==> src/rtl/scs8hd_togmon_pkg.sv <==
// -----------------------------------------------------------------------------
// scs8hd_togmon_pkg
// Shared types and helpers for the scs8hd_toggle_mon activity monitor.
//   togmon_state_e : readout/counting FSM states (IDLE, RUN, SNAP, WAIT)
//   GLITCH_W       : width of the optional glitch counter
//   filt_cnt_w()   : width of the stability-filter counter for a FILT_CYC value
// -----------------------------------------------------------------------------
package scs8hd_togmon_pkg;

  typedef enum logic [1:0] {
    IDLE = 2'd0,
    RUN  = 2'd1,
    SNAP = 2'd2,
    WAIT = 2'd3
  } togmon_state_e;

  localparam int GLITCH_W = 8;

  // The filter counter must represent 0..FILT_CYC.
  function automatic int filt_cnt_w(input int filt_cyc);
    return $clog2(filt_cyc + 1);
  endfunction

endpackage

==> src/rtl/scs8hd_togmon_sync.sv <==
// -----------------------------------------------------------------------------
// scs8hd_togmon_sync
// Multi-flop synchronizer bringing an asynchronous level into the clk domain.
// Ports:
//   clk   : sampling clock
//   rst_n : asynchronous active-low reset, clears every stage
//   d     : asynchronous input level
//   q     : synchronized level (STAGES flops after d)
// Parameters:
//   STAGES : number of flops in the chain (2..4)
// -----------------------------------------------------------------------------
module scs8hd_togmon_sync #(
  parameter int STAGES = 2
) (
  input  logic clk,
  input  logic rst_n,
  input  logic d,
  output logic q
);

  logic [STAGES-1:0] chain;

  // NOTE: sequential state uses non-blocking assignments so every stage
  // samples the previous stage's pre-edge value, giving a true shift.
  always_ff @(posedge clk or negedge rst_n) begin
    if (!rst_n) chain <= '0;
    else        chain <= {chain[STAGES-2:0], d};
  end

  assign q = chain[STAGES-1];

endmodule

==> src/rtl/scs8hd_toggle_mon.sv <==
// -----------------------------------------------------------------------------
// scs8hd_toggle_mon
// Clocked activity monitor for a combinational cell output. Y_IN is
// synchronized, deglitched by a stability filter, and accepted rising/falling
// transitions are counted in saturating counters. A 4-phase RD_REQ/RD_ACK
// handshake exposes a coherent snapshot of both counts.
//
// Ports:
//   CLK        : sole clock, rising edge
//   RESETB     : asynchronous active-low reset
//   Y_IN       : monitored cell output (asynchronous)
//   EN         : counting enable
//   CLR        : synchronous clear of live counters and SAT
//   RD_REQ     : readout request (level)
//   RD_ACK     : snapshot valid / acknowledge
//   LEVEL      : filtered, accepted level of Y_IN
//   RISE_CNT   : snapshot of the rising-transition count
//   FALL_CNT   : snapshot of the falling-transition count
//   SAT        : sticky, a live counter saturated since the last CLR
//   GLITCH_CNT : snapshot of rejected-pulse count (only with the macro below)
//
// Build option: define SCS8HD_TOGMON_GLITCH_EN to add the glitch counter.
// -----------------------------------------------------------------------------
module scs8hd_toggle_mon
  import scs8hd_togmon_pkg::*;
#(
  parameter int CNT_W       = 16,
  parameter int SYNC_STAGES = 2,
  parameter int FILT_CYC    = 2
) (
  input  logic             CLK,
  input  logic             RESETB,
  input  logic             Y_IN,
  input  logic             EN,
  input  logic             CLR,
  input  logic             RD_REQ,
  output logic             RD_ACK,
  output logic             LEVEL,
  output logic [CNT_W-1:0] RISE_CNT,
  output logic [CNT_W-1:0] FALL_CNT,
  output logic             SAT
`ifdef SCS8HD_TOGMON_GLITCH_EN
  ,
  output logic [GLITCH_W-1:0] GLITCH_CNT
`endif
);

  localparam int FC_W = filt_cnt_w(FILT_CYC);

  togmon_state_e    state;
  logic             s;
  logic [FC_W-1:0]  fc;
  logic             differ;
  logic             accept;
  logic             rise_evt;
  logic             fall_evt;
  logic             count_ok;
  logic [CNT_W-1:0] rise_live;
  logic [CNT_W-1:0] fall_live;

  scs8hd_togmon_sync #(
    .STAGES(SYNC_STAGES)
  ) u_sync (
    .clk  (CLK),
    .rst_n(RESETB),
    .d    (Y_IN),
    .q    (s)
  );

  // Stability filter: a new level must be seen on FILT_CYC consecutive
  // edges; the last of those edges updates LEVEL.
  assign differ   = (s != LEVEL);
  assign accept   = differ && (fc == FC_W'(FILT_CYC - 1));
  assign rise_evt = accept &&  s;
  assign fall_evt = accept && !s;
  // The filter keeps running in IDLE so LEVEL is current on re-enable;
  // only the counting is gated.
  assign count_ok = (state != IDLE);

  always_ff @(posedge CLK or negedge RESETB) begin
    if (!RESETB) begin
      fc    <= '0;
      LEVEL <= 1'b0;
    end else if (accept) begin
      fc    <= '0;
      LEVEL <= s;
    end else if (differ) begin
      fc    <= fc + 1'b1;
    end else begin
      fc    <= '0;
    end
  end

  // Live counters: CLR wins over an increment on the same edge. A counter
  // at all-ones holds and raises SAT instead of wrapping.
  always_ff @(posedge CLK or negedge RESETB) begin
    if (!RESETB) begin
      rise_live <= '0;
      fall_live <= '0;
      SAT       <= 1'b0;
    end else if (CLR) begin
      rise_live <= '0;
      fall_live <= '0;
      SAT       <= 1'b0;
    end else if (count_ok) begin
      if (rise_evt) begin
        if (&rise_live) SAT       <= 1'b1;
        else            rise_live <= rise_live + 1'b1;
      end
      if (fall_evt) begin
        if (&fall_live) SAT       <= 1'b1;
        else            fall_live <= fall_live + 1'b1;
      end
    end
  end

`ifdef SCS8HD_TOGMON_GLITCH_EN
  logic [GLITCH_W-1:0] glitch_live;
  logic                glitch_evt;

  // A run of differing samples that ends before acceptance is a glitch.
  assign glitch_evt = (fc != '0) && !differ;

  always_ff @(posedge CLK or negedge RESETB) begin
    if (!RESETB)                                 glitch_live <= '0;
    else if (CLR)                                glitch_live <= '0;
    else if (count_ok && glitch_evt && !(&glitch_live)) glitch_live <= glitch_live + 1'b1;
  end
`endif

  // Readout FSM. SNAP captures the live counters as they were before this
  // edge, so an increment or CLR landing on the same edge is excluded.
  // NOTE: the snapshot registers are reset too, so RISE_CNT/FALL_CNT read a
  // defined 0 before the first readout rather than power-up garbage.
  always_ff @(posedge CLK or negedge RESETB) begin
    if (!RESETB) begin
      state      <= IDLE;
      RD_ACK     <= 1'b0;
      RISE_CNT   <= '0;
      FALL_CNT   <= '0;
`ifdef SCS8HD_TOGMON_GLITCH_EN
      GLITCH_CNT <= '0;
`endif
    end else begin
      case (state)
        IDLE: if (EN) state <= RUN;
        RUN: begin
          if (RD_REQ)   state <= SNAP;
          else if (!EN) state <= IDLE;
        end
        SNAP: begin
          RISE_CNT   <= rise_live;
          FALL_CNT   <= fall_live;
`ifdef SCS8HD_TOGMON_GLITCH_EN
          GLITCH_CNT <= glitch_live;
`endif
          RD_ACK     <= 1'b1;
          state      <= WAIT;
        end
        WAIT: begin
          if (!RD_REQ) begin
            RD_ACK <= 1'b0;
            state  <= EN ? RUN : IDLE;
          end
        end
        default: state <= IDLE;
      endcase
    end
  end

endmodule

==> config.mk <==
export PLATFORM = sky130hd
export DESIGN_NAME = scs8hd_toggle_mon
export DESIGN_NICKNAME = d
export VERILOG_FILES = /design/src/rtl/scs8hd_togmon_pkg.sv /design/src/rtl/scs8hd_togmon_sync.sv /design/src/rtl/scs8hd_toggle_mon.sv
export SDC_FILE = /design/constraint.sdc
export NUM_CORES = 1
export LEC_CHECK = 0
export ABC_AREA = 1
export ABC_CLOCK_PERIOD_IN_PS = 2200
export BUFFER_PORTS_ARGS = -buffer_cell sky130_fd_sc_hd__clkbuf_2
export CORE_ASPECT_RATIO = 1.5
export CORE_MARGIN = 2
export CORE_UTILIZATION = 31
export DETAILED_ROUTE_END_ITERATION = 10
export PLACE_DENSITY = 0.48
export SLEW_MARGIN = 0
export SYNTH_ARGS = -nofsm -noshare
export SYNTH_HDL_FRONTEND = slang
export SYNTH_SLANG_ARGS = --single-unit
==> constraint.sdc <==
create_clock -name CLK -period 2.2 [get_ports CLK]
set_input_delay 0.11 -clock CLK [delete_from_list [all_inputs] [get_ports CLK]]
set_output_delay 0.11 -clock CLK [all_outputs]
set_load 0.05 [all_outputs]
==> results of run 1 <==
[sequential cells by signal, indices dropped and copies added (netlist names), named ones only]
name	flops
u_sync.chain	2
fc	2
SAT	1
FALL_CNT	16
rise_live	16
RISE_CNT	16
LEVEL	1
fall_live	16
state	1
RD_ACK	1
[logic make-up after synthesis]
| group | Yosys count | synth area share (%) |
|---|---|---|
| AOI/OAI and AO/OA | 43 | 6.08 |
| xor gates and xnor gates | 10 | 2.39 |
| adders and majority gates | 3 | 1.02 |
| buffers and inverters | 70 | 7.85 |
| DFF | 73 | 49.8 |
| and+or+nand+nor | 273 | 32.8 |
[layer usage]
layer	share of wire, %	wire (um)
met5	0	0
met3	3.4	307
met4	2.7	240
met2	52	4680
met1	42	3810
[power by group]
group / switching (mW) / internal (mW)
logic: 0.378 / 0.137
registers: 0.0431 / 1.41
clock network: 0.562 / 1.14
[critical path: cells and delay by family, from the launching register on]
kind                     cells  cell delay, ps
buffers and inverters        1             250
AND/OR/NAND/NOR              5             480
flip-flops                   1             440
adder cells (fa/ha/maj)      1             270
AO/OA/AOI/OAI                1             310
[stage by stage]
step           worst slack [ps]  total power [mW]  cells  area [sq um]
2_1_floorplan               516              1.82    472          3670
3_3_place_gp                397              1.98    658          4080
3_5_place_dp                351              1.99    658          4080
4_1_cts                     338              3.72    676          4450
5_1_grt                     128              3.84    676          4450
6_report                    335              3.67    676          4450
[final cells by class]
cell class | instances | share of cell area [%]
clock inverters | 4 | 2.22
repair buffers | 53 | 7.43
multi-input cells | 329 | 34.9
clock buffers | 12 | 5.54
inverters | 55 | 4.64
well taps | 150 | 4.22
flip-flops and latches | 73 | 41.1
[final timing paths]
check	start	to	slack, ps	cells after the start
setup / recovery	fall_live[0]	fall_live[3]	340	8
max in group asynchronous	RESETB	rise_live[15]	1310	3
min in group asynchronous	RESETB	fc[0]	290	2
setup reg to reg	fall_live[0]	fall_live[3]	340	8
hold reg to reg	u_sync.chain[0]	u_sync.chain[1]	350	0
hold / removal	EN	state[0]	40	2
[cells in the mapped netlist, drive strengths merged]
cell type and number:
o21a 1, clkinv 1, nand3b 2, clkbuf 8, xnor2 1, nand2 169
a21oi 2, inv 54, ha 3, o21ai 38, nor2 41, or2 1
o22ai 1, nand4 31, a22o 1, nand3 27, xor2 9, dfrtp 73
nor3 2, buf 7
[timing repair]
| action | CTS | global route |
|---|---|---|
| gates resized for setup | 0 | 0 |
| endpoints found under the hold margin | 37 | 0 |
| endpoints found under the setup margin | 0 | 0 |
| hold buffers | 2 | 0 |
| setup buffers | 0 | 0 |
==> run_results.csv, run 1 <==
group,metric,value,unit
final_layout,fin_nets,530,
final_layout,fin_util,38.6,%
routing,vias,3133,
sta,hold_slack,41.0,ps
final_layout,layout.cells.most_common,"nand2_1",
synthesis,synth.avg_cell_area,7.77,sq um
critical_path,cp.arrival,2090,ps
global_routing,use_met3,3.01,%
die,pin_count,41,
sta,rsz0062_at_grt,"no",
sta,setup_tns,0,ps
clocking,ctsLongestPathBuffers,2,
routing,wl,9040,um
final_layout,final_cell_mix,"nand2_1, dfrtp_1, inv_1, clkbuf_2",
global_routing,grt_pass1_wl,15100,um
final_layout,drive_gt1_share,13.9,%
power,powerDensity,825,mW/mm^2
synthesis,seq_area_frac_synth,49.8,%
synthesis,synth_seq_cells,73,
final_layout,syn_to_final_growth,21.3,%
critical_path,crit_chain,"ha_1, nand2_2, nor2_4, nand2_4, o21a_1, buf_4, nand3b_1, nand2_1",
critical_path,critPathCaptureType,"flip-flop",
clocking,clock_latency,330,ps
sta,slew_violations,0,
sta,fin_worst_skew,8.49,ps
clocking,cts_tree,"yes",
critical_path,critPathKind,"flip-flop to flip-flop",
power,power_leakage,2.31,nW
sta,min_period,1860,ps
global_routing,busiest_layer,"met2",
die,dieArea,0.0127,sq mm
critical_path,worstPathRequired,2420,ps
routing,ant_nets,0,
clocking,numCtsBuffers,9,
placed_design,gp_congestion,0.844,
run,drv_cap,0,
sta,slew-limit-headroom,65.4,%
global_routing,grt_max_degree,38,
synthesis,yosysTopAreaCell,"dfrtp_1",
final_layout,multiInputGateArea,0.00155,sq mm
sta,tightest_slew,519,ps
die,rows,48,
routing,drtIter0Drc,152,
sta,fmax,536,MHz
critical_path,cp-start-kind,"flip-flop",
routing,via_per_inst,4.63,
die,die_y,137,um
global_routing,globalRouteOverflowTotal,0,
die,start_util,31.8,%
routing,wl_per_cell,13.4,um
synthesis,synth_area_leaders,"dfrtp_1, nand2_1, inv_1",
global_routing,grt_util_met2,26.7,%
critical_path,cp_max_fo,11,
global_routing,met1_usage,17.7,%
sta,finalSetupViolations,0,
critical_path,cp_slowest_stage_delay,440,ps
routing,drc_errors,0,
sta,hold_viol,0,
run_status,status,"completed",
final_layout,seq_area,0.00183,sq mm
global_routing,grt_pass1_vias,3071,
power,vdd_ir_drop_max,0.346,mV
placed_design,numPortBuffers,40,
clocking,clk_pin_slew,60,ps
synthesis,yosysTopAreaCellShare,49.8,%
placed_design,dpl.hpwl,6570,um
die,die_width,92.8,um
hold_path,hold_class,"input pin to flip-flop",
synthesis,synth_area,0.00367,sq mm
global_routing,antenna_found_initial,0,
routing,firstDrtPassIters,4,
synthesis,yosysWarnings,0,
clocking,htreeDepth,3,
critical_path,cp_slowest_cell,"dfrtp_1",
clocking,clock-sinks,73,
die,core_area,0.0115,sq mm
sta,fin_crit_sh,84.8,%
synthesis,syn_nets,481,
final_layout,diodes,0,
synthesis,yosysUniqueCellTypes,30,
global_routing,grtUsageTotal,15.2,%
synthesis,synthCells,472,
clocking,clockRootBuffer,"clkbuf_16",
final_layout,fill_cells,1226,
Note: power is estimated with default switching activity, not from simulation.
==> inputs of run 2 (changes only) <==
- ABC_CLOCK_PERIOD_IN_PS: 2200 -> 1800
- clock period: 2.2 -> 1.8 ns (I/O delays scaled with it)
==> run 2 against run 1 <==
Against the previous run:
- hold slack improved by 120 ps
- clock power rose by 4%
- die area unchanged
- via count rose by 2.3%
- clock-buffer cell count is 3 lower
- global-route usage up 0.21 points
- cell count rose by 2.7%
- sequential power rose by 22%
- non-clock buffer count increased by 17
- total power rose by 15%
- worst setup slack worse by 220 ps
==> run_results.csv, run 2 (synthesis gave the netlist of run 1 again) <==
group,metric,value,unit
run_status,status,"completed",
critical_path,r2r-start,"fall_live[1]",
sta,min_period,1680,ps
die,rows,48,
sta,setup_tns,0,ps
hold_path,hold_path_end,"SAT",
clocking,clock-sinks,73,
critical_path,critPathKind,"flip-flop to flip-flop",
final_layout,finish.instance_area,0.00455,sq mm
routing,firstDrtPassIters,4,
global_routing,grtUsageTotal,15.4,%
critical_path,reg2regPathDepth,8,
critical_path,critPathCaptureType,"flip-flop",
power,power_leakage,2.37,nW
critical_path,cp_slowest_cell,"dfrtp_1",
critical_path,worstPathRequired,2080,ps
power,vdd_ir_drop_max,0.452,mV
placed_design,dpl.cell_count,670,
routing,vias,3205,
routing,drc_errors,0,
die,dieArea,0.0127,sq mm
routing,via_per_inst,4.62,
clocking,clockRootBuffer,"clkbuf_16",
routing,drtIter0Drc,203,
clocking,cts_tree,"yes",
final_layout,fin_nets,548,
clocking,clock_latency,340,ps
final_layout,final_cell_mix,"nand2_1, dfrtp_1, inv_1, clkbuf_2, o21ai_0",
sta,fmax,593,MHz
sta,tightest_slew,397,ps
placed_design,postPlaceCellArea,0.00416,sq mm
power,powerDensity,924,mW/mm^2
global_routing,grt_max_degree,74,
final_layout,syn_to_final_growth,24.2,%
die,pin_count,41,
global_routing,antenna_found_initial,0,
sta,slew_violations,0,
critical_path,worstSetupStartpoint,"fall_live[1]",
placed_design,gp_congestion,0.823,
critical_path,r2r_end,"fall_live[10]",
critical_path,cp-start-kind,"flip-flop",
sta,slew-limit-headroom,73.5,%
critical_path,crit_chain,"ha_4, nand2_2, nor2_4, nand2_4, o21a_2, nor2_4, nand2_1, nand2_1",
sta,finalSetupViolations,0,
run,drv_cap,0,
sta,fin_crit_sh,93.6,%
die,core_area,0.0115,sq mm
critical_path,cp.arrival,1970,ps
critical_path,reg2reg_slack,120,ps
hold_path,hp-start,"CLR",
placed_design,numPortBuffers,40,
clocking,clk_pin_slew,60,ps
critical_path,cp_max_fo,8,
final_layout,drive_gt1_share,17.8,%
global_routing,grt_pass1_wl,15200,um
sta,rsz0062_at_grt,"no",
die,start_util,31.8,%
final_layout,layout.cells.most_common,"nand2_1",
hold_path,hold_class,"input pin to flip-flop",
clocking,htreeDepth,3,
final_layout,diodes,0,
final_layout,fill_cells,1235,
global_routing,grt_pass1_vias,3144,
final_layout,fin_util,39.5,%
clocking,ctsLongestPathBuffers,2,
sta,hold_slack,163,ps
final_layout,finalNonFillerCells,694,
routing,wl,9090,um
routing,wl_per_cell,13.1,um
sta,hold_viol,0,
die,die_y,137,um
placed_design,dpl.hpwl,6350,um
critical_path,cp_slowest_stage_delay,420,ps
die,die_width,92.8,um
clocking,numCtsBuffers,9,
sta,fin_worst_skew,8.75,ps
global_routing,globalRouteOverflowTotal,0,
hold_path,min_path_cells,3,
routing,ant_nets,0,
## run 2: cell count changes in the layout (fill, tap and decap cells not counted), sizes merged
cell and change:
clkinvlp +2, buf +15, bufinv -2, clkinv +3, clkbuf -3, nor2 +1
dlygate4sd3 +2
## run 2: power by group
part / leakage (nW) / internal [mW] / switching (mW) / total, mW
Combinational: 1.22 / 0.187 / 0.472 / 0.659
Clock: 0.142 / 1.07 / 0.713 / 1.78
Sequential: 1.00 / 1.72 / 0.0480 / 1.77
## run 2: worst max-delay path: cells and delay by family (launching register included)
| family | cells | cell delay, ps |
|---|---|---|
| AND/OR/NAND/NOR | 6 | 730 |
| adder cells (fa/ha/maj) | 1 | 180 |
| flip-flops | 1 | 420 |
| AO/OA/AOI/OAI | 1 | 280 |
## run 2: metal layers
metal	vias to the layer above	part of all wire [%]	global-route usage [%]
li1	1644	-	-
met1	1478	41	17.4
met2	61	53	27.3
met3	22	2.9	2.95
met4	0	3.1	7.92
met5	-	0	0
## run 2: repair_timing
| item | in CTS | in global routing |
|---|---|---|
| setup endpoints to repair | 0 | 32 |
| setup buffers | 0 | 3 |
| endpoints found under the hold margin | 76 | 0 |
| gates resized for setup | 0 | 7 |
| hold buffers | 4 | 0 |
## run 2: layout make-up
class                           count  area (sq um)  area share (%)
Sequential cell                    73          1830            40.1
Multi-Input combinational cell    330          1590            34.9
Timing Repair Buffer               70           450            9.90
Clock buffer                        9           225            4.95
Inverter                           55           206            4.54
Tap cell                          150           188            4.12
Clock inverter                      7          68.8            1.51
## run 2: worst max path at each step
| stage | cells after the start | to |
|---|---|---|
| 6_report | 8 | fall_live[10] |
| 5_1_grt | 8 | fall_live[3] |
| 2_1_floorplan | 9 | fall_live[10] |
| 4_1_cts | 8 | fall_live[12] |
| 3_3_place_gp | 8 | fall_live[4] |
| 3_5_place_dp | 8 | fall_live[12] |
## run 2: through the flow
step           worst slack [ps]  power [mW]
4_1_cts                    59.4        4.26
6_report                    115        4.21
5_1_grt                    12.2        4.42
3_5_place_dp               84.1        2.44
2_1_floorplan               116        2.22
3_3_place_gp                119        2.43
==> inputs of run 3 (changes only) <==
- CORE_MARGIN: 2 -> default
==> run 3 against run 2 <==
Against the previous run:
- die area fell by 3.6%
- maximum frequency increased by 3.3%
- sequential power is essentially flat
- via count is 1.3% higher
- critical path type unchanged
- wire length grew 2.2%
- clock-buffer cell count grew 3
- cell count decreased by 0.14%
==> run_results.csv, run 3 (synthesis gave the netlist of run 1 again) <==
group,metric,value,unit
sta,hold_viol,0,
global_routing,grt_pass1_wl,15400,um
sta,setup_tns,0,ps
clocking,numCtsBuffers,9,
critical_path,path_buf_inv,2,
clocking,htreeDepth,3,
final_layout,syn_to_final_growth,23.0,%
sta,min_period,1630,ps
routing,wl_per_cell,13.4,um
global_routing,grt_max_degree,45,
critical_path,path_common_cell,"nand2_1",
critical_path,cp-start-kind,"flip-flop",
sta,fmax,613,MHz
routing,vias,3248,
power,total_power,4.12,mW
placed_design,gp_congestion,0.851,
die,dieArea,0.0123,sq mm
sta,fin_crit_sh,90.6,%
die,die_y,135,um
die,pin_count,41,
placed_design,numPortBuffers,40,
global_routing,grtUsageTotal,16.3,%
global_routing,globalRouteOverflowTotal,0,
critical_path,crit_chain,"inv_1, ha_1, nand2_1, nor2_1, o21a_1, buf_4, nand4_1, nand2_1",
sta,finalSetupViolations,0,
critical_path,worstPathRequired,2070,ps
final_layout,final_cell_mix,"nand2_1, dfrtp_1, inv_1, clkbuf_2, o21ai_0",
routing,firstDrtPassIters,6,
critical_path,cp.arrival,1900,ps
clocking,ctsLongestPathBuffers,2,
critical_path,critPathCaptureType,"flip-flop",
routing,wl,9290,um
clocking,clock-sinks,73,
die,start_util,31.8,%
placed_design,dpl.hpwl,6700,um
routing,drtIter0Drc,186,
sta,slew_violations,0,
final_layout,diodes,0,
power,powerDensity,914,mW/mm^2
power,vdd_ir_drop_max,0.485,mV
clocking,clock_latency,340,ps
critical_path,cp_max_fo,16,
sta,fin_worst_skew,9.40,ps
power,power_leakage,2.35,nW
sta,tightest_slew,578,ps
die,core_area,0.0115,sq mm
clocking,cts_tree,"yes",
die,die_width,90.8,um
routing,via_per_inst,4.69,
critical_path,cp_top_family,"simple AND/OR/NAND/NOR gates",
clocking,clk_pin_slew,60,ps
global_routing,grt_pass1_vias,3173,
final_layout,fin_nets,547,
sta,slew-limit-headroom,61.4,%
critical_path,cp_slowest_cell,"dfrtp_1",
hold_path,hold_class,"input pin to flip-flop",
final_layout,layout.cells.most_common,"nand2_1",
routing,ant_nets,0,
clocking,clockRootBuffer,"clkbuf_16",
final_layout,drive_gt1_share,16.9,%
global_routing,antenna_found_initial,0,
critical_path,critPathKind,"flip-flop to flip-flop",
die,rows,48,
run_status,status,"completed",
critical_path,cp_slowest_stage_delay,360,ps
run,drv_cap,0,
routing,drc_errors,0,
sta,rsz0062_at_grt,"no",
## run 3: path summary, 6_finish.rpt
check                           startpoint              end  slack [ps]  depth (start not counted)
max reg2reg                          fc[1]     fall_live[9]         170                          8
min reg2reg                u_sync.chain[0]  u_sync.chain[1]         360                          0
min                                    CLR              SAT         150                          3
max                                  fc[1]     fall_live[9]         170                          8
max in group asynchronous           RESETB     fall_live[7]         840                          3
min in group asynchronous           RESETB            LEVEL         300                          2
## run 3: layout make-up
cell class	count	area, sq um
fillers	1262	7020
inverters	55	206
flip-flops and latches	73	1830
clock inverters	4	27.5
multi-input cells	329	1560
clock buffers	12	256
repair buffers	70	442
well taps	150	188
## run 3: timing repair
action	CTS	global route
resized for setup	0	5
setup buffers	0	0
endpoints found under the hold margin	45	0
hold buffers	4	0
endpoints found under the setup margin	0	14
## run 3: power breakdown
part | switching [mW] | total [mW] | internal (mW)
registers | 0.0507 | 1.77 | 1.72
logic | 0.472 | 0.640 | 0.168
clock network | 0.708 | 1.71 | 1.01
total | 1.23 | 4.12 | 2.89
## run 3: metrics by stage
stage / utilization, % / setup WS (ps) / instances / hold WS [ps] / instance area (sq um)
floorplan: - / 116 / 472 / -206 / 3670
global placement: 36.2 / 112 / 673 / 140 / 4170
detailed placement: 36.2 / 107 / 673 / 141 / 4170
CTS: 39.0 / 84.9 / 693 / 129 / 4490
global route: 39.1 / 27.1 / 693 / 148 / 4510
finish: 39.1 / 169 / 693 / 148 / 4510
## run 3: worst reg2reg max path, cell delays in order (launching register included)
cell and delay, ps:
dfrtp_1 360, inv_1 50, ha_1 240, nand2_1 80, nor2_1 140, o21a_1 250
buf_4 270, nand4_1 110, nand2_1 80
## run 3: per-layer routing
metal,vias to the layer above,wire length (um),global-route usage [%]
li1,1635,-,-
met1,1527,3790,17.6
met2,68,4910,29.8
met3,18,294,3.14
met4,0,295,8.73
met5,-,0,0
